==> config.mk <==
export PLATFORM = sky130hd
export DESIGN_NAME = vm2002_supplier_loader
export DESIGN_NICKNAME = d
export VERILOG_FILES = /design/src/rtl/vm2002_supplier_loader.sv
export SDC_FILE = /design/constraint.sdc
export NUM_CORES = 1
export LEC_CHECK = 0
export ABC_AREA = 1
export BUFFER_PORTS_ARGS = -buffer_cell sky130_fd_sc_hd__buf_2
export CORE_AREA = 4 4 109 111
export CTS_BUF_LIST = sky130_fd_sc_hd__clkbuf_4
export DETAILED_ROUTE_END_ITERATION = 8
export DIE_AREA = 0 0 113 115
export PLACE_DENSITY = 0.87
export SLEW_MARGIN = 20
export SYNTH_ARGS = -nofsm -noshare
export SYNTH_HDL_FRONTEND = slang
export SYNTH_SLANG_ARGS = --single-unit
==> constraint.sdc <==
create_clock -name clk -period 1.9 [get_ports clk]
set_input_delay 0.095 -clock clk [delete_from_list [all_inputs] [get_ports clk]]
set_output_delay 0.095 -clock clk [all_outputs]
set_load 0.05 [all_outputs]
==> src/rtl/vm2002_supplier_loader.sv <==
// Supplier-side restock transmitter: walks a preloaded per-item table and emits one
// valid beat per non-empty entry, followed by a programmable idle gap.
module vm2002_supplier_loader #(
  parameter int NUM_ITEMS  = 8,
  parameter int GAP_CYCLES = 2
) (
  input  logic       clk,
  input  logic       hrst,
  input  logic       tbl_we,
  input  logic [2:0] tbl_addr,
  input  logic [3:0] tbl_count,
  input  logic [7:0] tbl_cost,
  input  logic       start,
  input  logic       vm_ready,
  output logic [2:0] item,
  output logic [3:0] count,
  output logic [7:0] cost,
  output logic       valid,
  output logic       busy,
  output logic       done,
  output logic [3:0] loaded_cnt,
  output logic [2:0] dbg_state
);

  typedef enum logic [2:0] {IDLE, SCAN, SEND, GAP, DONE} state_t;

  localparam logic [2:0] LAST_IDX = 3'(NUM_ITEMS - 1);
  localparam logic [7:0] GAP_LOAD = 8'((GAP_CYCLES > 0) ? (GAP_CYCLES - 1) : 0);

  // Handshake: a beat is offered only when vm_ready is high while scanning a
  // non-empty entry; the beat itself (valid=1) lasts exactly one cycle and is
  // never retracted, so vm_ready is ignored outside SCAN.

  state_t     state;
  logic [2:0] idx;
  logic [7:0] gap_cnt;
  logic [3:0] cnt_tbl  [8];
  logic [7:0] cost_tbl [8];
  logic       tbl_wr_ok;

  // Table is locked for the whole pass so every beat sees consistent values.
  assign tbl_wr_ok = tbl_we && (state == IDLE || state == DONE) &&
                     ({1'b0, tbl_addr} < 4'(NUM_ITEMS));
  assign dbg_state = state;

  always_ff @(posedge clk) begin
    if (hrst) begin
      state      <= IDLE;
      idx        <= '0;
      gap_cnt    <= '0;
      item       <= '0;
      count      <= '0;
      cost       <= '0;
      valid      <= 1'b0;
      busy       <= 1'b0;
      done       <= 1'b0;
      loaded_cnt <= '0;
      for (int i = 0; i < 8; i++) begin
        cnt_tbl[i]  <= '0;
        cost_tbl[i] <= '0;
      end
    end else begin
      valid <= 1'b0;
      done  <= 1'b0;
      item  <= '0;
      count <= '0;
      cost  <= '0;

      if (tbl_wr_ok) begin
        cnt_tbl[tbl_addr]  <= tbl_count;
        cost_tbl[tbl_addr] <= tbl_cost;
      end

      case (state)
        IDLE: begin
          if (start) begin
            state      <= SCAN;
            idx        <= '0;
            loaded_cnt <= '0;
            busy       <= 1'b1;
          end
        end
        SCAN: begin
          if (cnt_tbl[idx] == 4'd0) begin
            if (idx == LAST_IDX) begin
              state <= DONE;
              busy  <= 1'b0;
              done  <= 1'b1;
            end else begin
              idx <= idx + 3'd1;
            end
          end else if (vm_ready) begin
            state      <= SEND;
            valid      <= 1'b1;
            item       <= idx;
            count      <= cnt_tbl[idx];
            cost       <= cost_tbl[idx];
            loaded_cnt <= loaded_cnt + 4'd1;
          end
        end
        SEND: begin
          if (GAP_CYCLES > 0) begin
            state   <= GAP;
            gap_cnt <= GAP_LOAD;
          end else if (idx == LAST_IDX) begin
            state <= DONE;
            busy  <= 1'b0;
            done  <= 1'b1;
          end else begin
            state <= SCAN;
            idx   <= idx + 3'd1;
          end
        end
        GAP: begin
          if (gap_cnt != 8'd0) begin
            gap_cnt <= gap_cnt - 8'd1;
          end else if (idx == LAST_IDX) begin
            state <= DONE;
            busy  <= 1'b0;
            done  <= 1'b1;
          end else begin
            state <= SCAN;
            idx   <= idx + 3'd1;
          end
        end
        DONE: begin
          state <= IDLE;
        end
        default: begin
          state <= IDLE;
          busy  <= 1'b0;
        end
      endcase
    end
  end

endmodule

# Yosys cells after proc, flatten, opt, wreduce, memory -nomap -nowiden

Memories as Yosys holds them, arrays and structs flattened. A register that Yosys moved wholly into a read port is not among the register bits.
Cells that the tools add are included.

Word-level logic and storage cells: 89
Bits in registers: 28
Memories kept: 2
Memory bits (writable): 96
Output and inout bits: 25
Bits of input ports: 20

Equality and inequality tests: 13
Bitwise gates (word level): 3
Multiplexer cells: 41
Reductions and logical operators: 18
Add/sub/neg operators: 3

Memories:

| memory   | words | bits a word | read ports | clocked after Yosys merged registers in | write ports | line | source |
|---|---|---|---|---|---|---|---|
| cost_tbl | 8     | 8           | 1          | 1                                       | 8           | 38   | `logic [7:0] cost_tbl [8];` |
| cnt_tbl  | 8     | 4           | 1          | 1                                       | 8           | 37   | `logic [3:0] cnt_tbl [8];` |

Operators with widths:

| kind                                                                | count |
|---|---|
| 3-bit two-way mux                                                   | 14 |
| 4-bit two-way mux                                                   | 4 |
| 8-bit two-way mux                                                   | 2 |
| 8-bit case mux with 2 select lines                                  | 1 |
| 4-bit AND reduction                                                 | 4 |
| 1-bit two-way mux                                                   | 15 |
| 2-bit != test (second input constant)                               | 6 |
| 3-bit case mux with 4 select lines                                  | 1 |
| 3-bit case mux with 3 select lines                                  | 1 |
| 4-bit case mux with 2 select lines                                  | 1 |
| 8-bit nonzero test                                                  | 1 |
| 4-bit OR reduction                                                  | 2 |
| 8-bit OR reduction                                                  | 1 |
| 8-bit by 1-bit subtractor with 8-bit output (second input constant) | 1 |
| 3-bit by 2-bit == test with 1-bit output (second input constant)    | 2 |
| 3-bit == test (second input constant)                               | 2 |
| 3-bit != test (second input constant)                               | 2 |
| 4-bit by 1-bit adder with 4-bit output (second input constant)      | 1 |
| 4-bit logical NOT                                                   | 1 |
| 1-bit case mux with 4 select lines                                  | 1 |
| 2-bit nonzero test                                                  | 2 |
| 3-bit by 1-bit adder with 3-bit output (second input constant)      | 1 |
| 3-bit by 1-bit == test with 1-bit output (second input constant)    | 1 |
| 3-bit logical NOT                                                   | 1 |
| 8 further kinds                                                     | 10 |

# Longest topological paths before layout

Gate-level depths: netlist (run 1).

Word-level depth: 8
Gate-level depth with buffers: 15
Mapped depth without buffers: 14

# Worst setup path after synthesis (run 1)

Ideal clock, no wire load.

Path type: register to register
From: register state[1] (netlist: dbg_state[1])
To: memory cnt_tbl[0][0] (enable)
Arrival time: 1727 ps
Period minus slack after synthesis: 2062 ps
Library setup time: 335 ps
Setup slack: -162 ps
Required time: 1565 ps
Buffers on the path: 1
Stages on the path, launching flop included: 7
Path through: dfxtp_1 nor2_1 nand3_1 nor2_1 nand2_1 clkbuf_1 nand2_1

RTL lines:

| element                  | line | source |
|---|---|---|
| start: declaration       | 34   | `state_t state;` |
| start signal: assignment | 48   | `state <= IDLE;` |
| start signal: assignment | 77   | `state <= SCAN;` |
| start signal: assignment | 86   | `state <= DONE;` |
| end: declaration         | 37   |  |

# Worst setup path in the final report (run 1)

From: register gap_cnt[0]
To: register idx[2]

Longest elaborated chain between the ends: 3

RTL lines:

| element                              | line | source |
|---|---|---|
| start: declaration                   | 36   | `logic [7:0] gap_cnt;` |
| start signal: assignment             | 116  | `gap_cnt <= gap_cnt - 8'd1;` |
| 8-bit nonzero test                   | 115  | `if (gap_cnt != 8'd0) begin` |
| 2-bit != test (no source line)       | -    |  |
| 4-bit AND reduction (no source line) | -    |  |
| end signal: assignment               | 90   | `idx <= idx + 3'd1;` |
| end signal: assignment               | 111  | `idx <= idx + 3'd1;` |
| end signal: assignment               | 123  | `idx <= idx + 3'd1;` |
| end: declaration                     | 35   | `logic [2:0] idx;` |

Every way passes these cells.
A chain may end at the register's enable or synchronous reset.

==> impl_metrics.toml, run 1 <==
[route]
antenna_left = 0
drc = 0
num_vias = 4792
detail_route.wl_per_cell_um = 14.8
drtPass1Iterations = 5
viasPerCell = 5.32
wl_mm = 13.3
drtIter0Drc = 468

[global_route]
grt_max_degree = 34
grt_pass1_vias = 4725
overflow = 0
antenna_found_initial = 0
grt_usage_pct = 21.6
grt_pass1_wl_mm = 21.9

[cts]
cts_max_level = 4
cts.path.max_buffers = 2
cts_tree = "done"
clk_pin_slew_ns = 0.12
cts_sinks = 135
root_buffer = "clkbuf_4"
clkLatencyLatePin_ns = 0.56
numCtsBuffers = 17

[floorplanning]
die_area_um2 = 13000
dieHeight_um = 115
initial_core_util_pct = 55.4
die_w_um = 113
pin_count = 45
std_cell_rows = 38
core_area_um2 = 10800

[setup_path]
arrival_ns = 2.32
required_ns = 2.39
crit_fanout = 3
cp-start-kind = "flop"
slowest_delay_ns = 0.35
slowest_stage = "dfxtp_2"
endpoint_kind = "flop"
crit_start = "gap_cnt[0]"
crit_chain = "inv_2, ha_2, nand3b_1, nor2_2, nand3_1, nand2_2, nand2_2, a21oi_2, buf_4, nand3_1, nand2_1, inv_1, nor2_1"
critical_path_class = "flop to flop"
r2r_start = "gap_cnt[0]"

[placement]
gp_congestion = 0.996
placed_cell_area_um2 = 6480
hpwl_mm = 9.11
io_buffers = 44

[finish]
n_antenna_cell = 0
layout-drive-gt1-share_pct = 17.2
fin_nets = 770
area_growth_pct = 16.7
fillerInstances = 795
stdcell_area_um2 = 6970

[worst_hold_path]
min_from = "tbl_addr[2]"
min_path_type = "input pin to flop"

[pwr]
total_leakage_power_nw = 3.07
switching_share_pct = 36.5
clkPwrFrac_pct = 24.0
switchingPower_mw = 2.82
intPower_mw = 4.92
finalPower_mw = 7.75
irDropWorstVdd_mv = 0.924
combinationalPowerShare_pct = 30.1
p_seq_share_pct = 45.9
power_density_nw_per_um2 = 1110

[sta]
setup_viol = 0
period_needed_ns = 1.83
final-hold-violation-count = 0
finalMaxSlewViolations = 0
slew_headroom_pct = 66.5
post-route-period-util_pct = 96.2
clock_skew_ns = 0.0191
max_freq_mhz = 547
worst_pin_slew_ns = 0.502

[synth]
syn_inst = 668
synth_top_area_share_pct = 48.3
syn_area_per_cell_um2 = 8.94
yosys_warnings = 0
synth_seq_cells = 135
synthTopCellsByArea = "edfxtp_1, dfxtp_1, nand2_1"
synth_top_cell_by_area = "edfxtp_1"
synth_area_um2 = 5970
yosysUniqueCellTypes = 33
yosysSeqAreaShare_pct = 61.3
synth_nets = 691

[run]
maxCapViolations = 0

[outcome]
status = "completed"
==> critical path: cells and delay by family, from the launching register on <==
family	cells	cell delay [ns]
simple gates	8	0.85
flops	1	0.35
buf+inv	3	0.27
fa+ha+maj	1	0.17
compound gates	1	0.14
==> registers in the layout, indices dropped and copies added, names as in the netlist, named ones only <==
register    flops
cost            8
cost_tbl       64
loaded_cnt      4
idx             3
busy            1
item            3
dbg_state       3
gap_cnt         8
valid           1
cnt_tbl        32
count           4
done            1
==> timing repair <==
| action | 4_1_cts | 5_1_grt |
|---|---|---|
| hold endpoints to repair | 98 | 0 |
| endpoints found under the setup margin | 2 | 106 |
| pin swaps | 0 | 2 |
| gates cloned | 0 | 0 |
| hold buffers | 15 | 0 |
| resized for setup | 1 | 19 |
| setup buffers | 0 | 1 |
==> stage by stage <==
stage          hold slack [ns]  setup WS (ns)  setup TNS [ns]  utilization, %  cells
2_1_floorplan            0.266         -0.109          -10.44               -    668
3_3_place_gp             0.424          0.145               0            60.0    852
3_5_place_dp             0.431        -0.0149         -0.0149            60.0    852
4_1_cts                  0.135        0.00587               0            64.1    899
5_1_grt                  0.140        -0.0644          -0.350            64.6    900
6_report                 0.156         0.0718               0            64.6    900
==> layer usage <==
| metal | vias up | track usage [%] | share of wire [%] |
|---|---|---|---|
| met4 | 0 | 7.53 | 2.3 |
| met3 | 29 | 6.84 | 7.6 |
| met5 | - | 0 | 0 |
| li1 | 2318 | - | - |
| met2 | 228 | 36.1 | 50 |
| met1 | 2217 | 26.6 | 41 |
==> cells in the final DEF, fill, tap and decap left out, drive strengths merged <==
master         n
nand2        154
a31oi          1
nand4          3
nor2         131
xnor2          1
xor2           2
nand3         85
a21oi         26
dfxtp         39
buf           71
o21ai          7
o22ai          1
nor3           2
ha             3
o21bai         1
nor4           2
inv           84
bufinv         2
dlygate4sd3   15
clkinvlp       2
a211oi         1
nand3b         1
clkbuf        17
clkinv        11
o211ai         1
a2111oi        1
edfxtp        96
==> kinds of logic after synthesis <==
group / synth area share (%)
xor gates and xnor gates: 0.440
DFF: 61.3
adders and majority gates: 0.628
buffers and inverters: 7.41
and+or+nand+nor: 26.5
AOI/OAI and AO/OA: 3.73
==> power groups by stage <==
stage | logic, mW | registers [mW] | clock network, mW
after floorplan | 1.44 | 3.75 | 0
after global routing | 2.60 | 3.58 | 2.03
after detailed placement | 2.11 | 3.61 | 0
final | 2.33 | 3.56 | 1.86
after CTS | 2.16 | 3.55 | 1.88
after global placement | 2.01 | 3.59 | 0
==> final timing paths <==
path,end,slack (ns),cells past startpoint
setup / recovery,idx[2],0.07,13
hold / removal,cost_tbl[1][7],0.16,5
hold reg to reg,gap_cnt[2],0.47,2
setup reg to reg,idx[2],0.07,13
==> cells in the mapped netlist <==
cell / n
a21oi_2: 2
inv_2: 2
nand4_1: 3
xnor2_1: 1
nand2_4: 3
buf_6: 3
nand2_1: 151
a21oi_1: 24
clkinv_1: 2
a2111oi_2: 1
nor2_2: 3
nand3b_1: 1
nor3_1: 2
clkbuf_1: 20
o21bai_1: 1
buf_2: 1
inv_1: 79
nand3_1: 85
edfxtp_1: 96
ha_1: 3
nor4_1: 2
xor2_1: 2
nor2_4: 1
buf_1: 1
a31oi_1: 1
o211ai_1: 1
o22ai_1: 1
nor2_1: 127
inv_4: 1
o21ai_0: 7
dfxtp_1: 39
buf_4: 1
a211oi_1: 1
==> cell type report <==
| type | count | area, um^2 | area share [%] |
|---|---|---|---|
| Sequential cell | 135 | 3670 | 52.6 |
| Multi-Input combinational cell | 423 | 1920 | 27.6 |
| Timing Repair Buffer | 86 | 611 | 8.75 |
| Inverter | 84 | 318 | 4.56 |
| Tap cell | 140 | 175 | 2.51 |
| Clock inverter | 15 | 154 | 2.21 |
| Clock buffer | 17 | 128 | 1.83 |
Power figures use the tool's default switching activity.
==> run 2, diff against run 1 <==
--- a/config.mk
+++ b/config.mk
@@ -12,6 +12,7 @@
 export DETAILED_ROUTE_END_ITERATION = 8
 export DIE_AREA = 0 0 113 115
 export PLACE_DENSITY = 0.87
+export RECOVER_POWER = 50
 export SLEW_MARGIN = 20
 export SYNTH_ARGS = -nofsm -noshare
 export SYNTH_HDL_FRONTEND = slang
==> run 2 against run 1 <==
- hold slack worse by 0.0038 ns
- global-route usage did not move
- critical path depth did not move
==> impl_metrics.toml, run 2 (synthesis gave the netlist of run 1 again) <==
[floorplanning]
die_area_um2 = 13000
std_cell_rows = 38
die_w_um = 113
core_area_um2 = 10800
initial_core_util_pct = 55.4
pin_count = 45
dieHeight_um = 115

[finish]
n_antenna_cell = 0
largest-register = "cost_tbl"
final_cell_mix = "nand2_1, nor2_1, edfxtp_1"
reg_top3 = "cost_tbl x64, cnt_tbl x32"
utilization_pct = 64.3
layout_commonest_cell = "nand2_1"
instances_no_fill = 900
area_growth_pct = 16.2
largest_reg_flops = 64
layout-drive-gt1-share_pct = 13.9
stdcell_area_um2 = 6940
fin_nets = 770

[setup_path]
ff2ff_setup_slack_ns = 0.07
r2r.worst_path.cells = 13
crit_fanout = 3
required_ns = 2.39
arrival_ns = 2.32
r2r_start = "gap_cnt[0]"
crit_start = "gap_cnt[0]"
endpoint_kind = "flop"
worstReg2RegEnd = "idx[2]"
cp-start-kind = "flop"
crit_path_end = "idx[2]"
critical_path_class = "flop to flop"

[sta]
clock_skew_ns = 0.0187
finalMaxSlewViolations = 0
hold_ws_ns = 0.152
max_freq_mhz = 547
setup_viol = 0
worst_pin_slew_ns = 0.612
post-route-period-util_pct = 96.2
period_needed_ns = 1.83
slew_headroom_pct = 59.4
final-hold-violation-count = 0

[placement]
post-place-cells = 852
gp_congestion = 0.996
placed_cell_area_um2 = 6480
hpwl_mm = 9.11
io_buffers = 44

[pwr]
p_seq_share_pct = 46.0
combinationalPowerShare_pct = 29.9
total_leakage_power_nw = 2.97
irDropWorstVdd_mv = 0.903
clkPwrFrac_pct = 24.1
switching_share_pct = 36.6
power_density_nw_per_um2 = 1110
switchingPower_mw = 2.83
intPower_mw = 4.91

[route]
drtPass1Iterations = 6
drc = 0
viasPerCell = 5.34
drtIter0Drc = 468
wl_mm = 13.4
antenna_left = 0
num_vias = 4806
detail_route.wl_per_cell_um = 14.9

[run]
maxCapViolations = 0

[cts]
cts_sinks = 135
root_buffer = "clkbuf_4"
numCtsBuffers = 17
cts_max_level = 4
clk_pin_slew_ns = 0.12
cts.path.max_buffers = 2
clkLatencyLatePin_ns = 0.56
cts_tree = "done"

[global_route]
antenna_found_initial = 0
grt_max_degree = 34
overflow = 0
grt_pass1_vias = 4725
grt_usage_pct = 21.6
grt_pass1_wl_mm = 21.9

[worst_hold_path]
min_path_type = "input pin to flop"

[outcome]
status = "completed"
run 2: cell count changes in the layout (fill, tap and decap cells not counted):
cell | previous run | this run
buf_2 | 44 | 19
clkbuf_1 | 0 | 25
run 2: how the worst min path moves through the flow:
stage | start | to | slack (ns) | cells after the start
global placement | hrst | gap_cnt[1] | 0.42 | 2
finish | tbl_addr[2] | cost_tbl[1][7] | 0.15 | 5
global route | tbl_addr[2] | cost_tbl[1][7] | 0.14 | 5
floorplan | hrst | gap_cnt[7] | 0.27 | 3
detailed placement | hrst | gap_cnt[1] | 0.43 | 2
CTS | tbl_addr[2] | cost_tbl[1][7] | 0.14 | 5
run 2: repair_timing:
action | 4_1_cts | 5_1_grt
pin swaps | 0 | 2
gates resized for setup | 1 | 19
hold buffers | 15 | 0
setup buffers | 0 | 1
cloned | 0 | 0
endpoints found under the setup margin | 2 | 106
hold endpoints to repair | 98 | 0
run 2: worst max-delay path, stage by stage, from the launching register on:
cell and delay, ns:
dfxtp_2 0.35, inv_2 0.06, ha_2 0.17, nand3b_1 0.11
nor2_2 0.14, nand3_1 0.10, nand2_2 0.14, nand2_2 0.10
a21oi_2 0.14, buf_4 0.14, nand3_1 0.08, nand2_1 0.07
inv_1 0.07, nor2_1 0.11
run 2: per-stage QoR:
step | setup TNS [ns] | power (mW) | setup slack (ns)
floorplan | -10.44 | 5.19 | -0.109
global placement | 0 | 5.61 | 0.145
detailed placement | -0.0149 | 5.72 | -0.0149
CTS | 0 | 7.58 | 0.00587
global route | -0.355 | 8.20 | -0.0644
finish | 0 | 7.74 | 0.0728
run 2: power by group through the flow:
stage | sequential (mW) | combinational (mW) | clock [mW]
after floorplan | 3.75 | 1.44 | 0
after global placement | 3.59 | 2.01 | 0
after detailed placement | 3.61 | 2.11 | 0
after CTS | 3.55 | 2.16 | 1.88
after global routing | 3.59 | 2.59 | 2.03
final | 3.56 | 2.31 | 1.86
run 2: final cells by class:
cell class                      count  area, um^2
Fill cell                         809        3850
Sequential cell                   135        3670
Multi-Input combinational cell    423        1920
Timing Repair Buffer               86         579
Inverter                           84         318
Tap cell                          140         175
Clock inverter                     15         154
Clock buffer                       17         128
run 2: per-layer routing:
metal	routed length [um]	share of wire [%]	global-route usage [%]
met1	5360	40	26.6
met2	6660	50	36.1
met3	1100	8.2	6.84
met4	296	2.2	7.53
met5	0	0	0
==> run 3, diff against run 2 <==
--- a/config.mk
+++ b/config.mk
@@ -5,7 +5,7 @@
 export SDC_FILE = /design/constraint.sdc
 export NUM_CORES = 1
 export LEC_CHECK = 0
-export ABC_AREA = 1
+export ABC_AREA = 0
 export BUFFER_PORTS_ARGS = -buffer_cell sky130_fd_sc_hd__buf_2
 export CORE_AREA = 4 4 109 111
 export CTS_BUF_LIST = sky130_fd_sc_hd__clkbuf_4
==> run 3 against run 2 <==
- the run now ends with setup timing left
- die area stayed put
- non-clock buffer count up 17
- wire length fell by 2.9%
- utilization is 2.3 points higher
- cell area is 3.6% higher
- clock skew increased by 0.0022 ns
- worst setup slack got worse by 0.15 ns
- combinational power decreased by 47%
- critical path type unchanged
- highest routed layer unchanged
==> impl_metrics.toml, run 3 <==
[route]
antenna_left = 0
detail_route.wl_per_cell_um = 18.7
drc = 0
viasPerCell = 5.65
num_vias = 3941
drtIter0Drc = 396
drtPass1Iterations = 6
wl_mm = 13.0

[pwr]
irDropWorstVdd_mv = 0.509
clkPwrFrac_pct = 29.0
combinationalPowerShare_pct = 18.7
p_seq_share_pct = 52.4
power_density_nw_per_um2 = 907
switchingPower_mw = 1.96
finalPower_mw = 6.52
total_leakage_power_nw = 2.66
switching_share_pct = 30.1
intPower_mw = 4.56

[synth]
syn_area_per_cell_um2 = 13.4
synth_top_cell_by_area = "edfxtp_1"
synth-edff-count = 96
yosys_most_used_dff = "edfxtp_1"
synth_nets = 467
yosysSeqAreaShare_pct = 61.5
synthMostInstantiatedCell = "and2_1"
synth-async-reset-ratio_pct = 0
synth_top_area_share_pct = 48.4
yosys_warnings = 0
synthTopCellsByArea = "edfxtp_1, dfxtp_1, and2_1"
yosysUniqueCellTypes = 51
synthTopCellsByCount = "and2_1, edfxtp_1, dfxtp_1, nor2_1, mux2i_1"
synth_area_um2 = 5960
syn_inst = 444
synth_seq_cells = 135

[finish]
instances_no_fill = 698
fillerInstances = 721
reg_top3 = "cost_tbl x64, cnt_tbl x32"
fin_nets = 568
largest_reg_flops = 64
multi_input_area_um2 = 2280
final_cell_mix = "and2_1, edfxtp_1, dfxtp_1"
regArea_um2 = 3670
largest-register = "cost_tbl"
stdcell_area_um2 = 7190
n_antenna_cell = 0
layout-drive-gt1-share_pct = 25.4
layout_commonest_cell = "and2_1"
area_growth_pct = 20.6
utilization_pct = 66.6

[cts]
cts_max_level = 4
cts_sinks = 135
numCtsBuffers = 17
cts.path.max_buffers = 2
root_buffer = "clkbuf_4"
clk_pin_slew_ns = 0.13
clkLatencyLatePin_ns = 0.55
cts_tree = "done"

[placement]
io_buffers = 44
post-place-cells = 646
pre_cts_slack_ns = -0.122
gp_congestion = 0.807
hpwl_mm = 9.00
placed_cell_area_um2 = 6680

[floorplanning]
initial_core_util_pct = 55.2
core_area_um2 = 10800
dieHeight_um = 115
pin_count = 45
die_area_um2 = 13000
std_cell_rows = 38
die_w_um = 113

[sta]
finalMaxSlewViolations = 0
rsz0062_at_grt = "yes"
post-route-period-util_pct = 104
worst_pin_slew_ns = 0.620
setup_viol = 10
max_freq_mhz = 505
fin_ws_ns = -0.0818
clock_skew_ns = 0.0209
tns_ns = -0.306
slew_headroom_pct = 58.8
period_needed_ns = 1.98
hold_ws_ns = 0.238
final-hold-violation-count = 0

[setup_path]
arrival_ns = 2.48
endpoint_kind = "flop"
required_ns = 2.40
cp-start-kind = "flop"
crit_fanout = 8
critical_path_class = "flop to flop"

[global_route]
grt_pass1_wl_mm = 20.7
antenna_found_initial = 0
overflow = 0
grt_pass1_vias = 3981
grt_usage_pct = 20.9
grt_max_degree = 19

[worst_hold_path]
min_path_type = "input pin to flop"

[outcome]
violations = "setup timing"
status = "complete, but fails checks"

[run]
maxCapViolations = 0
==> run 3: what timing repair did <==
action                                 in CTS  in global routing
endpoints found under the hold margin     117                  0
gates resized for setup                     3                 10
setup endpoints to repair                   8                 26
cloned                                      0                  2
pin swaps                                   1                  3
setup buffers                               2                  1
hold buffers                               15                  0
==> run 3: cells by family after synthesis <==
family | synth area share [%]
simple gates | 18.2
flops | 61.5
mux | 12.3
compound gates | 4.24
buf+inv | 2.29
xor+xnor | 0.882
fa+ha+maj | 0.630
==> run 3: worst paths after layout <==
kind,startpoint,to,slack [ns],depth (start not counted)
setup / recovery,flop,dbg_state[1],-0.08,7
hold / removal,tbl_addr[0],cnt_tbl[7][0],0.24,5
setup reg to reg,flop,dbg_state[1],-0.08,7
hold reg to reg,loaded_cnt[3],loaded_cnt[3],0.52,2
==> run 3: layout make-up <==
type | instances | area share (%)
multi-input cells | 283 | 31.7
well taps | 140 | 2.44
clock buffers | 17 | 1.78
clock inverters | 15 | 2.16
repair buffers | 103 | 10.7
inverters | 5 | 0.261
flip-flops and latches | 135 | 51.0
==> run 3: critical path, cell delays in order, from the launching register on <==
cell and delay [ns]:
dfxtp_2 0.37, buf_12 0.15, mux2i_2 0.15, mux4_2 0.52, nand4_4 0.20, buf_6 0.13
mux2i_1 0.21, o2111a_1 0.19
==> run 3: power groups by stage <==
stage	Combinational [mW]	Clock, mW	Sequential [mW]
3_5_place_dp	1.13	0	3.47
6_report	1.22	1.89	3.41
3_3_place_gp	1.08	0	3.46
2_1_floorplan	0.673	0	3.53
5_1_grt	1.32	2.05	3.43
4_1_cts	1.18	1.91	3.41
==> run 3: layer usage <==
metal	vias to the layer above	track usage (%)	wire length [um]
li1	1825	-	-
met1	1944	26.0	5230
met2	142	35.3	6690
met3	30	5.84	829
met4	0	7.61	269
met5	-	0	0
